`src/rtl/lms_weight_update_if.sv`:
```
// Sample/weight bus between the LMS adaptation stage and its FIR/upstream neighbours.
// The slave side is the adaptation stage; the master side drives samples and consumes weights.
interface lms_weight_update_if #(
    parameter int N          = 10,
    parameter int DATA_WIDTH = 16
);
    logic                                start;
    logic                                adapt_en;
    logic signed [DATA_WIDTH-1:0]        x_in;
    logic signed [DATA_WIDTH-1:0]        d_in;
    logic signed [DATA_WIDTH-1:0]        y_in;
    logic        [N-1:0][DATA_WIDTH-1:0] weights;
    logic signed [DATA_WIDTH-1:0]        e_out;
    logic                                busy;
    logic                                done;

    modport slave (
        input  start, adapt_en, x_in, d_in, y_in,
        output weights, e_out, busy, done
    );

    modport master (
        output start, adapt_en, x_in, d_in, y_in,
        input  weights, e_out, busy, done
    );
endinterface

```
`src/rtl/lms_weight_update.sv`:
```
// LMS adaptation stage: latches e = d - y per sample, then serially updates one tap
// per cycle with w[i] += ((e*x[i]) >>> (DW-1)) >>> MU_SHIFT, all Q1.15 saturating.
module lms_weight_update #(
    parameter int N          = 10,
    parameter int DATA_WIDTH = 16,
    parameter int MU_SHIFT   = 4
) (
    input  logic               clk,
    input  logic               rst,
    lms_weight_update_if.slave bus
);
    localparam int DW = DATA_WIDTH;
    localparam int PW = 2 * DATA_WIDTH;
    localparam int CW = (N > 1) ? $clog2(N) : 1;
    localparam logic [CW-1:0] LAST = CW'(N - 1);
    localparam logic signed [PW-1:0] S_MAX = PW'(2 ** (DW - 1) - 1);
    localparam logic signed [PW-1:0] S_MIN = -S_MAX - PW'(1);

    typedef enum logic [1:0] {IDLE, UPDATE, DONE} state_t;

    state_t                        state;
    logic     [CW-1:0]             cntr;
    logic                          adapt_q;
    logic     [N-1:0][DW-1:0]      weights_q;
    logic     [N-1:0][DW-1:0]      x_dly;
    logic signed [DW-1:0]          e_q;
    logic                          busy_q;
    logic                          done_q;

    logic signed [DW-1:0]          e_new;
    logic signed [DW-1:0]          w_new;
    logic signed [PW-1:0]          prod;
    logic signed [PW-1:0]          delta;
    logic signed [PW-1:0]          sum;

    function automatic logic signed [DW-1:0] sat_dw(input logic signed [PW-1:0] v);
        if (v > S_MAX)
            return S_MAX[DW-1:0];
        else if (v < S_MIN)
            return S_MIN[DW-1:0];
        else
            return v[DW-1:0];
    endfunction

    // Both operands are widened before the arithmetic so nothing wraps ahead of saturation.
    always_comb begin
        e_new = sat_dw(PW'(bus.d_in) - PW'(bus.y_in));
        prod  = PW'(e_q) * PW'($signed(x_dly[cntr]));
        delta = (prod >>> (DW - 1)) >>> MU_SHIFT;
        sum   = PW'($signed(weights_q[cntr])) + delta;
        w_new = sat_dw(sum);
    end

    always_ff @(posedge clk) begin
        if (rst) begin
            state     <= IDLE;
            cntr      <= '0;
            adapt_q   <= 1'b0;
            weights_q <= '0;
            x_dly     <= '0;
            e_q       <= '0;
            busy_q    <= 1'b0;
            done_q    <= 1'b0;
        end else begin
            case (state)
                IDLE: begin
                    done_q <= 1'b0;
                    if (bus.start) begin
                        x_dly[0] <= bus.x_in;
                        for (int unsigned i = 1; i < N; i++)
                            x_dly[i] <= x_dly[i-1];
                        e_q     <= e_new;
                        adapt_q <= bus.adapt_en;
                        cntr    <= '0;
                        busy_q  <= 1'b1;
                        state   <= UPDATE;
                    end
                end
                UPDATE: begin
                    if (adapt_q)
                        weights_q[cntr] <= w_new;
                    if (cntr == LAST) begin
                        done_q <= 1'b1;
                        state  <= DONE;
                    end else begin
                        cntr <= cntr + CW'(1);
                    end
                end
                DONE: begin
                    done_q <= 1'b0;
                    busy_q <= 1'b0;
                    state  <= IDLE;
                end
                default: state <= IDLE;
            endcase
        end
    end

    assign bus.weights = weights_q;
    assign bus.e_out   = e_q;
    assign bus.busy    = busy_q;
    assign bus.done    = done_q;
endmodule

```
`src/flat_wrapper.sv`:
```
// flat-port wrapper written by rule: the top's interface ports become plain ports
module lms_weight_update_flat 
#(
    parameter int N          = 10,
    parameter int DATA_WIDTH = 16,
    parameter int MU_SHIFT   = 4
)
  (clk, rst, bus_start, bus_adapt_en, bus_x_in, bus_d_in, bus_y_in, bus_weights, bus_e_out, bus_busy, bus_done);
  lms_weight_update_if #(.N(N), .DATA_WIDTH(DATA_WIDTH)) bus_i ();
  input  logic clk;
  input  logic rst;
  input wire logic [$bits(bus_i.start)-1:0] bus_start;
  input wire logic [$bits(bus_i.adapt_en)-1:0] bus_adapt_en;
  input wire logic [$bits(bus_i.x_in)-1:0] bus_x_in;
  input wire logic [$bits(bus_i.d_in)-1:0] bus_d_in;
  input wire logic [$bits(bus_i.y_in)-1:0] bus_y_in;
  output wire logic [$bits(bus_i.weights)-1:0] bus_weights;
  output wire logic [$bits(bus_i.e_out)-1:0] bus_e_out;
  output wire logic [$bits(bus_i.busy)-1:0] bus_busy;
  output wire logic [$bits(bus_i.done)-1:0] bus_done;
  assign bus_i.start = bus_start;
  assign bus_i.adapt_en = bus_adapt_en;
  assign bus_i.x_in = bus_x_in;
  assign bus_i.d_in = bus_d_in;
  assign bus_i.y_in = bus_y_in;
  assign bus_weights = bus_i.weights;
  assign bus_e_out = bus_i.e_out;
  assign bus_busy = bus_i.busy;
  assign bus_done = bus_i.done;
  lms_weight_update #(.N(N), .DATA_WIDTH(DATA_WIDTH), .MU_SHIFT(MU_SHIFT)) u_core (.clk(clk), .rst(rst), .bus(bus_i));
endmodule
```
`config.mk`:
```
export PLATFORM = sky130hd
export DESIGN_NAME = lms_weight_update_flat
export DESIGN_NICKNAME = d
export VERILOG_FILES = /design/src/rtl/lms_weight_update_if.sv /design/src/rtl/lms_weight_update.sv /design/src/flat_wrapper.sv
export SDC_FILE = /design/constraint.sdc
export NUM_CORES = 2
export LEC_CHECK = 0
export CORE_ASPECT_RATIO = 0.6
export CORE_MARGIN = 2
export CORE_UTILIZATION = 50
export CTS_CLUSTER_SIZE = 20
export DETAILED_ROUTE_END_ITERATION = 8
export GPL_TIMING_DRIVEN = 0
export MAX_ROUTING_LAYER = met4
export PLACE_DENSITY = 0.78
export SYNTH_ARGS = -nofsm -noshare
export SYNTH_HDL_FRONTEND = slang
export SYNTH_SLANG_ARGS = --single-unit
export TNS_END_PERCENT = 10
```
`constraint.sdc`:
```
create_clock -name clk -period 28.4 [get_ports clk]
set_clock_uncertainty 0.1 [all_clocks]
set_input_delay 5.68 -clock clk [delete_from_list [all_inputs] [get_ports clk]]
set_output_delay 5.68 -clock clk [all_outputs]
set_load 0.01 [all_outputs]
```
==> results.json <==
{
  "slowest_stage": "a21oi_1",
  "synth-simple-area-share_pct": 15.7,
  "synth.top_cell.area_share_pct": 26.9,
  "ys_seq_area_share_pct": 26.9,
  "r2r_slack_ps": 12990,
  "ys_seq_elements": 345,
  "p_leak_nw": 11.7,
  "slowest_delay_ps": 1110,
  "hold_buffers": 0,
  "synth_cell_types": 63,
  "numCtsBuffers": 34,
  "io_pins": 230,
  "cts_tree": "built",
  "drive_gt1_share_pct": 6.68,
  "final_cell_mix": "nand2_1 (471), dfxtp_1 (345), inv_1 (326)",
  "p_sw_mw": 0.525,
  "synth_area_leaders": "dfxtp_1 (27%), fa_1 (21%), nand2_1 (6.9%), mux4_2 (5.6%), ha_1 (5.5%)",
  "r2r_start": "u_core.cntr[0]",
  "crit_path_end_kind": "flop",
  "dr_total_vias": 22200,
  "vdd_ir_drop_max_mv": 0.0548,
  "crit_family": "compound AO/OA/AOI/OAI gates",
  "slew_viol_final": 0,
  "dpl.cell_count": 3748,
  "endpoint": "u_core.bus.weights[131]",
  "die-width_microns": 296,
  "synth_compound_area_share_pct": 13.7,
  "use_met1_pct": 46.3,
  "setup_viol": 0,
  "power_frac_clock_pct": 32.3,
  "finalSetupTns_ps": 0,
  "antenna_found_initial": 0,
  "clk_path_buf_depth": 3,
  "layout_min_cycle_time_ps": 15410,
  "crit_cells": 42,
  "core_area_sq_mm": 0.0508,
  "antenna_left": 0,
  "cts.sinks": 345,
  "worstHoldPathType": "reg -> reg",
  "cp.required_ps": 28650,
  "grt-ovfl-total": 0,
  "r2r_cells": 42,
  "hold_viol_final": 0,
  "gp_congestion": 0.988,
  "clkLatencyLatePin_ps": 550,
  "die_h_microns": 179,
  "whs_path_depth": 2,
  "status": "finished clean",
  "mostFrequentLayoutCell": "nand2_1",
  "swShare_pct": 36.7,
  "post_drt_wl_per_cell_microns": 21.4,
  "instances_no_fill": 3806,
  "area_growth_pct": 16.6,
  "setup.worst_path.start_class": "flop",
  "crit_top_cell": "fa_1",
  "power.density_mw_per_mm2": 48.0,
  "max_freq_mhz": 64.9,
  "yosys.area_share.adder_pct": 26.0,
  "drt_iter0_markers": 2898,
  "port_buffers": 228,
  "synth_mux_area_share_pct": 8.47,
  "rsz0062_at_grt": "no",
  "synth_cells": 2827,
  "synth_edf_count": 0,
  "maxSlewHeadroom_pct": 3.40,
  "cp.arrival_ps": 15660,
  "initial_utilization_pct": 50.5,
  "post-synth-top-area-cell": "dfxtp_1",
  "ctsResizeCount": 0,
  "met2_usage_pct": 41.9,
  "post-cts-setup-buffers": 0,
  "p_int_mw": 0.908,
  "cts-root-buf": "clkbuf_16",
  "syn_area_per_cell_sq_um": 9.07,
  "synthFlopType": "dfxtp_1",
  "timing.rr.end": "u_core.bus.weights[131]",
  "die-area_sq_mm": 0.0532,
  "drc": 0,
  "cts_max_level": 2,
  "busiest_layer": "met1",
  "async_flop_share_pct": 0,
  "period_share_pct": 54.3,
  "firstDrtPassIters": 6,
  "seqPwrFrac_pct": 35.1,
  "rows": 64,
  "grtUsageMet3_pct": 10.5,
  "viasPerCell": 5.82,
  "clk_transition_reported_paths_ps": 70,
  "cp-startpoint": "u_core.cntr[0]",
  "syn-num-nets": 3254,
  "crit_fanout": 10,
  "grt_usage_pct": 31.5,
  "worstSetupPathType": "reg -> reg",
  "p_comb_share_pct": 32.5,
  "tightest_slew_ps": 1450,
  "dp_hpwl_microns": 65000,
  "wl_microns": 81600,
  "synth_top_family_by_area": "adder cells",
  "yosys_warnings": 0,
  "first_global_vias": 20800,
  "synth_xor_area_share_pct": 1.64,
  "grt_first_pass_wirelength_microns": 124000,
  "cap_violations": 0,
  "nets": 3518,
  "synthesis.area_sq_mm": 0.0256,
  "critical_path_buf_inv_count": 11,
  "grt_max_degree": 15
}
power by group through the flow:
stage,Clock [mW],Sequential [mW],Combinational (mW)
2_1_floorplan,0,0.508,0.324
3_3_place_gp,0,0.513,0.446
3_5_place_dp,0,0.514,0.454
4_1_cts,0.461,0.503,0.458
5_1_grt,0.481,0.503,0.512
6_report,0.463,0.503,0.466
worst min path at each step:
stage                                  from                end
after global routing      u_core.x_dly[106]  u_core.x_dly[122]
after detailed placement    u_core.bus.done    u_core.bus.done
after CTS                   u_core.bus.done    u_core.bus.done
after global placement    u_core.x_dly[148]  u_core.x_dly[148]
after floorplan           u_core.x_dly[144]  u_core.x_dly[144]
final                       u_core.bus.done    u_core.bus.done
per-layer routing:
layer / part of all wire [%] / wire, microns
met1: 44 / 35800
met2: 40 / 32700
met3: 14 / 11400
met4: 1.9 / 1590
met5: 0 / 0
cell usage after synthesis, types with 11 or more instances:
cell type,n
nor2_1,184
mux2i_1,73
o21ai_0,36
o22ai_1,69
inv_1,326
a31oi_1,11
buf_1,16
nor3_1,17
dfxtp_1,345
and3_1,21
mux4_2,64
fa_1,263
nand2b_1,53
ha_1,112
xnor2_1,39
a211oi_1,68
a211oi_2,60
clkbuf_1,156
and2_1,111
nand2_1,471
a21oi_1,208
stage by stage:
stage          hold slack (ps)  total power, mW  util [%]  setup slack, ps  area [sq um]
4_1_cts                    352             1.42      58.9            13460         29900
2_1_floorplan              336            0.832         -            17260         25600
3_3_place_gp               342            0.959      56.7            13640         28800
3_5_place_dp               346            0.968      56.7            13540         28800
5_1_grt                    379             1.50      58.9            12590         29900
6_report                   351             1.43      58.9            12990         29900
state kept, by name, indices dropped and copies added (netlist names):
| name | count |
|---|---|
| u_core.adapt_q | 1 |
| u_core.bus.busy | 1 |
| u_core.bus.done | 1 |
| u_core.bus.e_out | 16 |
| u_core.bus.weights | 160 |
| u_core.cntr | 4 |
| u_core.state | 2 |
| u_core.x_dly | 160 |
tightest hold or removal path, delay by kind of cell (launching register included):
family           cells  cell delay [ps]
flip-flops           1              310
AO/OA/AOI/OAI        1               50
AND/OR/NAND/NOR      1               50
cells by family (layout without fill, tap and decap cells):
group	count (synthesis)	after routing
simple gates	909	909
compound gates	510	510
fa+ha+maj	375	375
xor+xnor	48	48
other cells	0	1
buf+inv	503	788
mux	137	137
flops	345	345
final cells by class:
type                       count  area (sq um)
antenna                        1          2.50
buffer                       177           689
clock buffer                  46           956
clock inverter                11           143
fill                        4360         20900
inverter                     326          1220
multi-input combinational   1979         16800
sequential                   345          6910
tap                          693           867
timing repair buffer         228          2280
Note: power is estimated with default switching activity, not from simulation.
